## config.mk

```make
export PLATFORM = sky130hd
export DESIGN_NAME = rle_codec_stream
export DESIGN_NICKNAME = d
export VERILOG_FILES = /design/src/rtl/rle_codec_stream.sv
export SDC_FILE = /design/constraint.sdc
export NUM_CORES = 1
export LEC_CHECK = 0
export ABC_AREA = 1
export BUFFER_PORTS_ARGS = -buffer_cell sky130_fd_sc_hd__buf_2
export CORE_MARGIN = 2
export CORE_UTILIZATION = 45
export CTS_CLUSTER_SIZE = 14
export DETAILED_ROUTE_END_ITERATION = 12
export PLACE_DENSITY = 0.72
export SLEW_MARGIN = 20
export SYNTH_ARGS = -nofsm -noshare
export SYNTH_HDL_FRONTEND = slang
export SYNTH_SLANG_ARGS = --single-unit
```

## constraint.sdc

```tcl
create_clock -name clk -period 2.25 [get_ports clk]
set_clock_uncertainty 0.2 [all_clocks]
set_input_delay 0.45 -clock clk [delete_from_list [all_inputs] [get_ports clk]]
set_output_delay 0.45 -clock clk [all_outputs]
set_load 0.1 [all_outputs]
```

## src/rtl/rle_codec_stream.sv

```systemverilog
// rle_codec_stream
//   Run-length compression / decompression engine with valid/ready streams.
//   COMPRESS turns a framed symbol stream into {count,symbol} pairs, capping
//   each run at MAX_RUN. DECOMPRESS expands pairs back into symbol beats.
//
// Ports
//   clk, reset            clock, synchronous active-low reset
//   command               00 NOP, 01 COMPRESS, 10 DECOMPRESS, 11 ABORT
//   data_*                raw symbol input stream (valid/last/ready)
//   compressed_in, comp_in_*   pair input stream
//   compressed_out, comp_out_* registered pair output stream
//   decompressed_out, decomp_* registered symbol output stream
//   response              00 IDLE, 01 BUSY, 10 DONE, 11 ERROR
//
// state     | meaning
// ----------+---------------------------------------------------------
// IDLE      | waiting for COMPRESS / DECOMPRESS
// COMP      | accepting symbols, accumulating runs
// COMP_TAIL | last symbol broke the run; emit {1,last_sym} with last
// DECOMP    | accepting pairs, replaying symbol beats
// DONE      | frame finished, response DONE for one cycle
// ERR       | zero-count pair seen; wait for ABORT or reset
module rle_codec_stream #(
   parameter int DATA_WIDTH  = 8,
   parameter int COUNT_WIDTH = 4,
   parameter int PAIR_WIDTH  = DATA_WIDTH + COUNT_WIDTH
) (
   input  logic                  clk,
   input  logic                  reset,
   input  logic [1:0]            command,
   input  logic [DATA_WIDTH-1:0] data_in,
   input  logic                  data_valid,
   input  logic                  data_last,
   output logic                  data_ready,
   input  logic [PAIR_WIDTH-1:0] compressed_in,
   input  logic                  comp_in_valid,
   input  logic                  comp_in_last,
   output logic                  comp_in_ready,
   output logic [PAIR_WIDTH-1:0] compressed_out,
   output logic                  comp_out_valid,
   output logic                  comp_out_last,
   input  logic                  comp_out_ready,
   output logic [DATA_WIDTH-1:0] decompressed_out,
   output logic                  decomp_valid,
   output logic                  decomp_last,
   input  logic                  decomp_ready,
   output logic [1:0]            response
);

   typedef enum logic [2:0] {
      S_IDLE, S_COMP, S_COMP_TAIL, S_DECOMP, S_DONE, S_ERR
   } state_t;

   localparam logic [1:0] CMD_COMP   = 2'b01;
   localparam logic [1:0] CMD_DECOMP = 2'b10;
   localparam logic [1:0] CMD_ABORT  = 2'b11;

   localparam logic [COUNT_WIDTH-1:0] MAX_RUN = {COUNT_WIDTH{1'b1}};
   localparam logic [COUNT_WIDTH-1:0] ONE     = COUNT_WIDTH'(1);

   state_t                 state, state_n;
   logic [DATA_WIDTH-1:0]  sym_r;
   logic [COUNT_WIDTH-1:0] cnt_r;
   logic                   have_run;
   logic [COUNT_WIDTH-1:0] rem_r;
   logic                   pair_last_r;

   logic                   data_acc, pair_acc, beat_acc, comp_last_acc;
   logic                   comp_slot_free, run_extends;
   logic [COUNT_WIDTH-1:0] pair_cnt, cnt_inc, rem_dec;

   assign data_acc       = data_valid && data_ready;
   assign pair_acc       = comp_in_valid && comp_in_ready;
   assign beat_acc       = decomp_valid && decomp_ready;
   assign comp_last_acc  = comp_out_valid && comp_out_last && comp_out_ready;
   assign comp_slot_free = !comp_out_valid || comp_out_ready;
   assign pair_cnt       = compressed_in[PAIR_WIDTH-1:DATA_WIDTH];
   assign cnt_inc        = cnt_r + ONE;
   assign rem_dec        = rem_r - ONE;
   assign run_extends    = have_run && (data_in == sym_r) && (cnt_r != MAX_RUN);

   always_ff @(posedge clk) begin
      if (!reset) state <= S_IDLE;
      else        state <= state_n;
   end

   // Readies and response; readies drop during ABORT so nothing is consumed.
   always_comb begin
      data_ready    = 1'b0;
      comp_in_ready = 1'b0;
      response      = 2'b00;
      case (state)
         S_COMP: begin
            response   = 2'b01;
            // Once the final pair is registered, no more symbols belong to this frame.
            data_ready = (command != CMD_ABORT) &&
                         (!comp_out_valid || (comp_out_ready && !comp_out_last));
         end
         S_COMP_TAIL: response = 2'b01;
         S_DECOMP: begin
            response      = 2'b01;
            // rem_r counts beats not yet accepted, so zero also means the slot is empty.
            comp_in_ready = (command != CMD_ABORT) && (rem_r == '0);
         end
         S_DONE:  response = 2'b10;
         S_ERR:   response = 2'b11;
         default: response = 2'b00;
      endcase
   end

   always_comb begin
      state_n = state;
      if (command == CMD_ABORT) begin
         state_n = S_IDLE;
      end else begin
         case (state)
            S_IDLE: begin
               if (command == CMD_COMP)        state_n = S_COMP;
               else if (command == CMD_DECOMP) state_n = S_DECOMP;
            end
            S_COMP: begin
               if (comp_last_acc) state_n = S_DONE;
               else if (data_acc && data_last && have_run && !run_extends)
                  state_n = S_COMP_TAIL;
            end
            S_COMP_TAIL: if (comp_last_acc) state_n = S_DONE;
            S_DECOMP: begin
               if (pair_acc && (pair_cnt == '0))   state_n = S_ERR;
               else if (beat_acc && decomp_last)   state_n = S_DONE;
            end
            S_DONE:  state_n = S_IDLE;
            S_ERR:   state_n = S_ERR;
            default: state_n = S_IDLE;
         endcase
      end
   end

   always_ff @(posedge clk) begin
      if (!reset) begin
         sym_r            <= '0;
         cnt_r            <= '0;
         have_run         <= 1'b0;
         rem_r            <= '0;
         pair_last_r      <= 1'b0;
         compressed_out   <= '0;
         comp_out_valid   <= 1'b0;
         comp_out_last    <= 1'b0;
         decompressed_out <= '0;
         decomp_valid     <= 1'b0;
         decomp_last      <= 1'b0;
      end else if (command == CMD_ABORT) begin
         cnt_r          <= '0;
         have_run       <= 1'b0;
         rem_r          <= '0;
         comp_out_valid <= 1'b0;
         comp_out_last  <= 1'b0;
         decomp_valid   <= 1'b0;
         decomp_last    <= 1'b0;
      end else begin
         if (comp_out_valid && comp_out_ready) begin
            comp_out_valid <= 1'b0;
            comp_out_last  <= 1'b0;
         end
         case (state)
            S_IDLE: begin
               cnt_r    <= '0;
               have_run <= 1'b0;
               rem_r    <= '0;
            end
            S_COMP: begin
               if (data_acc) begin
                  if (run_extends) begin
                     if (data_last) begin
                        compressed_out <= {cnt_inc, data_in};
                        comp_out_valid <= 1'b1;
                        comp_out_last  <= 1'b1;
                        have_run       <= 1'b0;
                        cnt_r          <= '0;
                     end else begin
                        cnt_r <= cnt_inc;
                     end
                  end else if (!have_run) begin
                     if (data_last) begin
                        compressed_out <= {ONE, data_in};
                        comp_out_valid <= 1'b1;
                        comp_out_last  <= 1'b1;
                     end else begin
                        sym_r    <= data_in;
                        cnt_r    <= ONE;
                        have_run <= 1'b1;
                     end
                  end else begin
                     // Run broken or saturated: flush the held run, keep the new symbol.
                     compressed_out <= {cnt_r, sym_r};
                     comp_out_valid <= 1'b1;
                     comp_out_last  <= 1'b0;
                     sym_r          <= data_in;
                     if (data_last) begin
                        have_run <= 1'b0;
                        cnt_r    <= '0;
                     end else begin
                        cnt_r <= ONE;
                     end
                  end
               end
            end
            S_COMP_TAIL: begin
               // sym_r holds the final symbol; emit it once the slot frees.
               if (!(comp_out_valid && comp_out_last) && comp_slot_free) begin
                  compressed_out <= {ONE, sym_r};
                  comp_out_valid <= 1'b1;
                  comp_out_last  <= 1'b1;
               end
            end
            S_DECOMP: begin
               if (beat_acc) begin
                  rem_r <= rem_dec;
                  if (rem_r == ONE) begin
                     decomp_valid <= 1'b0;
                     decomp_last  <= 1'b0;
                  end else begin
                     decomp_last <= pair_last_r && (rem_dec == ONE);
                  end
               end
               if (pair_acc && (pair_cnt != '0)) begin
                  rem_r            <= pair_cnt;
                  decompressed_out <= compressed_in[DATA_WIDTH-1:0];
                  decomp_valid     <= 1'b1;
                  decomp_last      <= comp_in_last && (pair_cnt == ONE);
                  pair_last_r      <= comp_in_last;
               end
            end
            default: ;
         endcase
      end
   end

endmodule

```

---- Word level (Yosys, flattened, before mapping) ----
Index checks and enable logic that the tools add are counted.
word-level totals
  register bits after elaboration ......... 45
  bits of input ports ..................... 30
  logic and storage cells ................. 143
  output and inout port bits .............. 28
cells by class
  $add $sub $neg .......................... 2
  bitwise gates (word level) .............. 3
  multiplexer cells ....................... 55
  reductions and logical operators ........ 46
  eq/ne operators ......................... 25
operator list
  operator                                                                count
  12-bit two-way mux                                                      6
  4-bit two-way mux                                                       7
  1-bit two-way mux                                                       25
  12-bit case mux with 2 select lines                                     1
  3-bit two-way mux                                                       7
  1-bit logical AND                                                       20
  3-bit != test (second input constant)                                   6
  8-bit two-way mux                                                       2
  4-bit case mux with 2 select lines                                      2
  3-bit case mux with 5 select lines                                      1
  4-bit by 1-bit equality test with 1-bit output (second input constant)  3
  3-bit AND reduction                                                     4
  2-bit nonzero test                                                      5
  8-bit equality test                                                     1
  4-bit zero test                                                         2
  2-bit != test (second input constant)                                   4
  4-bit != test (second input constant)                                   2
  3-bit by 2-bit equality test with 1-bit output (second input constant)  2
  3-bit equality test (second input constant)                             2
  1-bit case mux with 2 select lines                                      3
  2-bit case mux with 3 select lines                                      1
  6-bit AND reduction                                                     1
  5-bit AND reduction                                                     1
  4-bit by 1-bit adder with 4-bit output (second input constant)          1
  14 further kinds                                                        22

---- Logic depth before layout (Yosys ltp) ----
Gate-level depths: netlist of the first run.
  word-level depth ........................ 12
  depth in mapped cells ................... 12
  depth with buffers taken out ............ 12

---- Worst setup path after synthesis of the first run ----
Ideal clock, no wire load.
  path kind ............................... reg-to-reg
  start ................................... reg comp_out_valid
  end ..................................... reg state[2]
  buffers on the path ..................... 0
  data required time ...................... 1986 ps
  library setup time ...................... 64 ps
  cell stages (with the launch flop) ...... 10
  setup slack ............................. -391 ps
  data arrival time ....................... 2377 ps
  cell sequence ........................... dfxtp_1 nand2_1 nand3_1 nor2_2 nand2_1 nor2_1 nand2_1 nand2_1 o21ai_1 nor2_1
between the ends
  cells in the longest elaborated chain, start to end .. 10
  elaborated cells on any way between the ends .. 15
RTL lines
  item                                  RTL line  text
  from (decl)                           40        output logic comp_out_valid,
  from (signal assigned)                146       comp_out_valid <= 1'b0;
  from (signal assigned)                155       comp_out_valid <= 1'b0;
  from (signal assigned)                161       comp_out_valid <= 1'b0;
  1-bit zero test                       97        (!comp_out_valid || (comp_out_ready && !comp_out_last));
  1-bit logical OR                      97
  1-bit logical AND                     96        data_ready = (command != CMD_ABORT) &&
  1-bit two-way mux                     92        case (state)
  named net data_ready                  34        output logic data_ready,
  1-bit logical AND                     72        assign data_acc = data_valid && data_ready;
  1-bit logical AND (3 in series)       123       else if (data_acc && data_last && have_run && !run_extends)
  3-bit != test (no source line)        -
  4-bit AND reduction (no source line)  -
  to (signal assigned)                  84        else state <= state_n;
  to (decl)                             61        state_t state, state_n;
The timed path passes the listed nets, and every way through them passes these cells.
A chain may end at the register's enable or synchronous reset.

---- Final worst setup path of the first run ----
  start ................................... reg state[2]
  end ..................................... out response[1]
between the ends
  cells in the longest elaborated chain, start to end .. 3
  elaborated cells on any way between the ends .. 7
RTL lines
  item                                                                                                              RTL line  text
  3-bit by 2-bit equality test with 1-bit output or 3-bit by 1-bit equality test with 1-bit output (tied branches)  92
  3-bit OR reduction (no source line)                                                                               -
  2-bit case mux with 3 select lines (*)                                                                            92
  to (decl)                                                                                                         47        output logic [1:0] response
Mark *: on every way between the ends. The rest lies on a longest branch, timed or not.

==> metrics, run 1 <==
worst skew pair latency=approximately 0.30 ns; TNS Setup=0 ns; RSZ-0062 raised after global routing=no; CTS root buffer=clkbuf_8; final core occ=0.555; Pwr Total=approximately 4.5 mW; Slew headroom=0.659; Routability Congestion=slightly below 1; syn_area_per_cell=~6.5 um2; # setup viols final=0; ANT cells=0; Worst-Margin Slew=0.516 ns; worst setup margin=about 0.090 ns; chip height=81.7 um; CTS tree=done; Leakage=approximately 1.6 nW; die area=6670 um2; vias after detailed routing=2783; Routed WL=6.60 mm; CTS Buf Count=5; cell with the most instances after synthesis=nand2_1; num rows=28; synth unique cells=35; CP Launch Type=register; clk buf depth=2; initial antenna violation count=0; Synth Cell Area=2720 um2; Yosys top cell area share=0.332; Yosys reg bits=45; Max Slew Vio Count=0; Req. time, crit path=about 1.6 ns; GR Util All Layers=0.207; post-synthesis sequential area ratio=0.332; yosys warns=0; DRC viols=0; ys flop type=dfxtp_1; initial core utilization=0.462; GRT overflow=0; Final Hold Fails=0; largest net degree at the start of global routing=22; VDD IR-drop max=approximately 1.2 mV; clk sink count=45; # hold bufs at CTS=0; Setup CP Type=register to primary output; placed inst area=3170 um2; First DRT Iteration DRCs=between 100 and 150; Resized cells post-CTS=0; fin cells=around 560; antenna viol nets, final=0; top cells by count, synth=133 x nand2_1, 54 x nor2_1, 45 x dfxtp_1; Hold Crit Class=primary input to register; Port Buf Inserts=between 50 and 60; Period minus WS final=approximately 2.2 ns; final period utilization=0.960; layout cells sized above 1=0.220; first-pass GRT wire length=between 10 and 15 mm; asr flop ratio synth=0; CP max FO=6; Pwr Density=about 1400 nW/um2; top-level I/O count=58; Synth area leader=dfxtp_1; vias in the first global route=about 2400; Pre-antenna DRT Iters=4; placed insts=553; outcome=finished, final reports clean; Fmax=approximately 460 MHz; max cap viols=0; CORE AREA=about 6000 um2; Die W=approximately 82 um; Hold Slack=0.178 ns; number of synthesized flops with an enable pin=0; worst path arrival time=roughly 1.5 ns; leading post-synthesis cells by cell area=dfxtp_1 33%, nand2_1 18%, nor2_1 7.5%, a21oi_1 6.6%, o21ai_0 5.5%; Post-CTS Setup Inserts=0; Critical Path Sink Type=primary output; cell area after layout=3270 um2; Via-to-Cell Ratio=4.96; Synthesized Nets=about 460; CTS H-Tree Depth=2; nets=roughly 520; area grow syn2layout=20.3%; Clock transition at path regs=roughly 0.090 ns; Routed WL per cell=11.8 um; pre-CTS setup slack=roughly 0.04 ns; Final HPWL DP=5.17 mm; Post-Syn Instances=421
-- path summary, 6_finish.rpt --
| path | slack, ns | from | to | cells after the start |
|---|---|---|---|---|
| max reg2reg | 0.32 | sym_r[3]$_SDFFE_PN0P_ | sym_r[3]$_SDFFE_PN0P_ | 11 |
| min reg2reg | 0.27 | decompressed_out[0]$_SDFFE_PN0P_ | decompressed_out[0]$_SDFFE_PN0P_ | 2 |
| max | 0.09 | state[2]$_SDFFE_PP0P_ | response[1] | 3 |
| min | 0.18 | compressed_in[0] | decompressed_out[0]$_SDFFE_PN0P_ | 3 |
-- worst max-delay path, cell delays in order, from the launching register on --
cell     delay (ns)
dfxtp_1        0.53
inv_2          0.15
nor2_2         0.10
buf_2          0.42
-- state kept, by name, indices dropped and copies added, names as in the netlist --
signal            count
decomp_last           1
cnt_r                 4
decompressed_out      8
comp_out_last         1
comp_out_valid        1
sym_r                 8
decomp_valid          1
rem_r                 4
have_run              1
state                 3
pair_last_r           1
compressed_out       12
-- cell type report --
| type | count | area [um2] |
|---|---|---|
| repair buffers | 67 | 403 |
| clock buffers | 5 | 68.8 |
| flip-flops and latches | 45 | 903 |
| multi-input cells | 321 | 1600 |
| fillers | 580 | 2620 |
| inverters | 45 | 174 |
| well taps | 75 | 93.8 |
| clock inverters | 3 | 25.0 |
-- layout by cell type, fill, tap and decap left out, types with 2 or more instances in the layout --
cell and instances:
a31oi_1 2, dfxtp_2 2, nor2_4 6, inv_1 38, a21boi_0 3, nor2_1 53
nand2_4 4, inv_2 6, o21ai_0 30, o21ai_2 2, clkbuf_8 5, o21ai_1 2
nor3_1 3, nand3_1 17, inv_6 3, buf_12 3, a21oi_1 36, buf_4 9
xnor2_1 3, dfxtp_1 43, nand3_4 2, nor2_2 3, nand2_2 3, nand3_2 2
ha_1 7, nand2_1 133, xor2_1 2, buf_2 55
-- per-layer routing --
metal  share of wire  vias to the layer above  global-route usage  wire [um]
li1                -                     1463                   -          -
met5               0                        -                   0          0
met2            0.47                       66               0.355       3070
met1            0.46                     1247               0.260       3070
met3           0.058                        7              0.0473        385
met4           0.012                        0              0.0633         76
-- where the power goes --
group | internal, mW | switching, mW | leakage (nW)
Combinational | 0.721 | 2.03 | 1.15
Clock | 0.227 | 0.307 | 0.0452
Sequential | 1.02 | 0.181 | 0.367
-- logic make-up after synthesis --
| logic type | after synthesis | synth area share |
|---|---|---|
| xor gates and xnor gates | 5 | 0.0161 |
| buffers and inverters | 55 | 0.0838 |
| and+or+nand+nor | 229 | 0.377 |
| adders and majority gates | 7 | 0.0322 |
| DFF | 45 | 0.332 |
| AOI/OAI and AO/OA | 80 | 0.159 |
(Power assumes the default switching activity.)
==> run 2, diff against run 1 <==
Settings changed: CORE_UTILIZATION 45 to 55, PLACE_DENSITY 0.72 to 0.84, REMOVE_ABC_BUFFERS from default to 1.
==> run 2 against run 1 <==
Net effect:
- sequential power barely moved
- core utilization rose by 12 points
- fmax rose by 0.39%
- combinational power fell by 3%
- largest power group unchanged
==> metrics, run 2 (synthesis gave the netlist of run 1 again) <==
Clock transition at path regs=around 0.090 ns; # setup viols final=0; First DRT Iteration DRCs=190; Slew headroom=0.665; DRC viols=0; vias in the first global route=~2500; Final Hold Fails=0; Multi-input gate area=between 1500 and 2000 um2; Leakage=between 1.5 and 2 nW; # fillers=between 400 and 500; WP buf/inv=2; worst r2r path cells=9; crit-path cells=inv_2 > nor2_1 > buf_2; top-level I/O count=just under 60; die area=between 5000 and 6000 um2; Top Registers=compressed_out (12), decompressed_out (8), sym_r (8); clk buf depth=2; CTS root buffer=clkbuf_8; clock group share of total power=0.122; ANT cells=0; switching part of the total=0.563; GR Util All Layers=0.247; worst skew pair latency=0.31 ns; outcome=finished, final reports clean; vias after detailed routing=2833; worst path arrival time=roughly 1.5 ns; reg2reg setup slack=0.13 ns; worst r2r src=rem_r[0]$_SDFFE_PP0P_; RSZ-0062 raised after global routing=no; VDD IR-drop max=between 1 and 1.5 mV; RR Endpoint=rem_r[0]$_SDFFE_PP0P_; Routed WL per cell=roughly 12 um; commonest non-fill, non-tap cells in the layout=133 x nand2_1, 55 x buf_2, 54 x nor2_1; Fmax=approximately 460 MHz; Comb pwr share=0.606; Pre-antenna DRT Iters=4; CTS Buf Count=5; Worst-Margin Slew=slightly above 0.5 ns; Worst path depth=3; Period minus WS final=approximately 2.2 ns; Pwr Density=1380 nW/um2; internal power=around 1.9 mW; Routability Congestion=a little over 0.9; nets=520; Top Family by Delay on Critical Path=buffers and inverters; chip height=74.3 um; GRT overflow=0; num rows=25; Via-to-Cell Ratio=5.14; Slowest cell on crit path=dfxtp_1; Reg power frac=0.272; max cap viols=0; Hold Crit Class=primary input to register; initial antenna violation count=0; clk sink count=45; hold_sp=compressed_in[3]; CP max stage delay=about 0.52 ns; largest net degree at the start of global routing=22; area grow syn2layout=18.4%; Critical Path Sink Type=primary output; final period utilization=0.956; Worst Hold Path EP=decompressed_out[3]$_SDFFE_PN0P_; Hold Path Depth=3; worst setup margin=a little under 0.1 ns; Req. time, crit path=approximately 1.6 ns; Most flops, register=compressed_out; first-pass GRT wire length=roughly 11 mm; CP max FO=6; number of flip-flops under the largest register name=12; CTS tree=done; CORE AREA=~4800 um2; CTS H-Tree Depth=2; Setup CP Type=register to primary output; pre-CTS setup slack=~0.0089 ns; CP Launch Type=register; Die W=approximately 74 um; antenna viol nets, final=0; initial core utilization=0.571; commonest non-fill, non-tap cell in the layout=nand2_1; Final HPWL DP=approximately 5 mm; Port Buf Inserts=57; Max Slew Vio Count=0; P_sw=around 2.5 mW; Routed WL=between 6 and 7 mm; layout cells sized above 1=0.209; Pwr Total=roughly 4.4 mW; FF/Latch Area=between 900 and 1000 um2
-- run 2: cell types whose count changed in the layout (fill, tap and decap cells not counted), sizes merged --
cell	delta
buf	-2
-- run 2: worst min-delay path, delay by kind of cell --
family          cells  cell delay (ns)
compound gates      1             0.05
buf+inv             1             0.09
simple gates        1             0.05
-- run 2: repair_timing --
| item | 4_1_cts | 5_1_grt |
|---|---|---|
| endpoints found under the setup margin | 0 | 2 |
| endpoints found under the hold margin | 0 | 0 |
| hold buffers | 0 | 0 |
| buffers inserted | 0 | 1 |
| resized for setup | 0 | 1 |
-- run 2: per-layer routing --
metal / up-vias / routed length, um / GRT usage
met4: 0 / 125 / 0.0952
met5: - / 0 / 0
li1: 1460 / - / -
met3: 10 / 357 / 0.0434
met1: 1268 / 2870 / 0.312
met2: 95 / 3080 / 0.420
-- run 2: final cells by class --
type / instances / share of cell area
Multi-Input combinational cell: 321 / 0.494
Sequential cell: 45 / 0.280
Timing Repair Buffer: 65 / 0.117
Inverter: 45 / 0.0541
Tap cell: 67 / 0.0261
Clock buffer: 5 / 0.0214
Clock inverter: 3 / 0.00778
-- run 2: stage by stage --
stage / hold slack (ns) / std cells / TNS, ns / cell area (um2) / util
after floorplan: 0.246 / 411 / -3.69 / 2660 / -
after global placement: 0.249 / 542 / 0 / 3110 / 0.655
after detailed placement: 0.255 / 542 / 0 / 3110 / 0.655
after CTS: 0.166 / 550 / 0 / 3210 / 0.675
after global routing: 0.178 / 551 / 0 / 3220 / 0.677
final: 0.172 / 551 / 0 / 3220 / 0.677
-- run 2: how the worst max path moves through the flow --
stage | start | end | slack, ns
global placement | command[0] | sym_r[7]$_SDFFE_PN0P_ | 0.12
detailed placement | command[0] | sym_r[0]$_SDFFE_PN0P_ | 0.009
global route | rem_r[0]$_SDFFE_PP0P_ | rem_r[2]$_SDFFE_PP0P_ | 0.01
floorplan | comp_out_valid$_SDFF_PP0_ | state[2]$_SDFFE_PP0P_ | -0.39
CTS | state[0]$_SDFFE_PP0P_ | data_ready | 0.05
finish | state[2]$_SDFFE_PP0P_ | response[1] | 0.1
-- run 2: power groups by stage --
| stage | clock network, mW | registers, mW | logic (mW) |
|---|---|---|---|
| after floorplan | 0 | 1.80 | 1.54 |
| after global placement | 0 | 1.21 | 2.62 |
| after detailed placement | 0 | 1.22 | 2.68 |
| after CTS | 0.550 | 1.20 | 2.68 |
| after global routing | 0.578 | 1.23 | 2.96 |
| final | 0.539 | 1.21 | 2.68 |
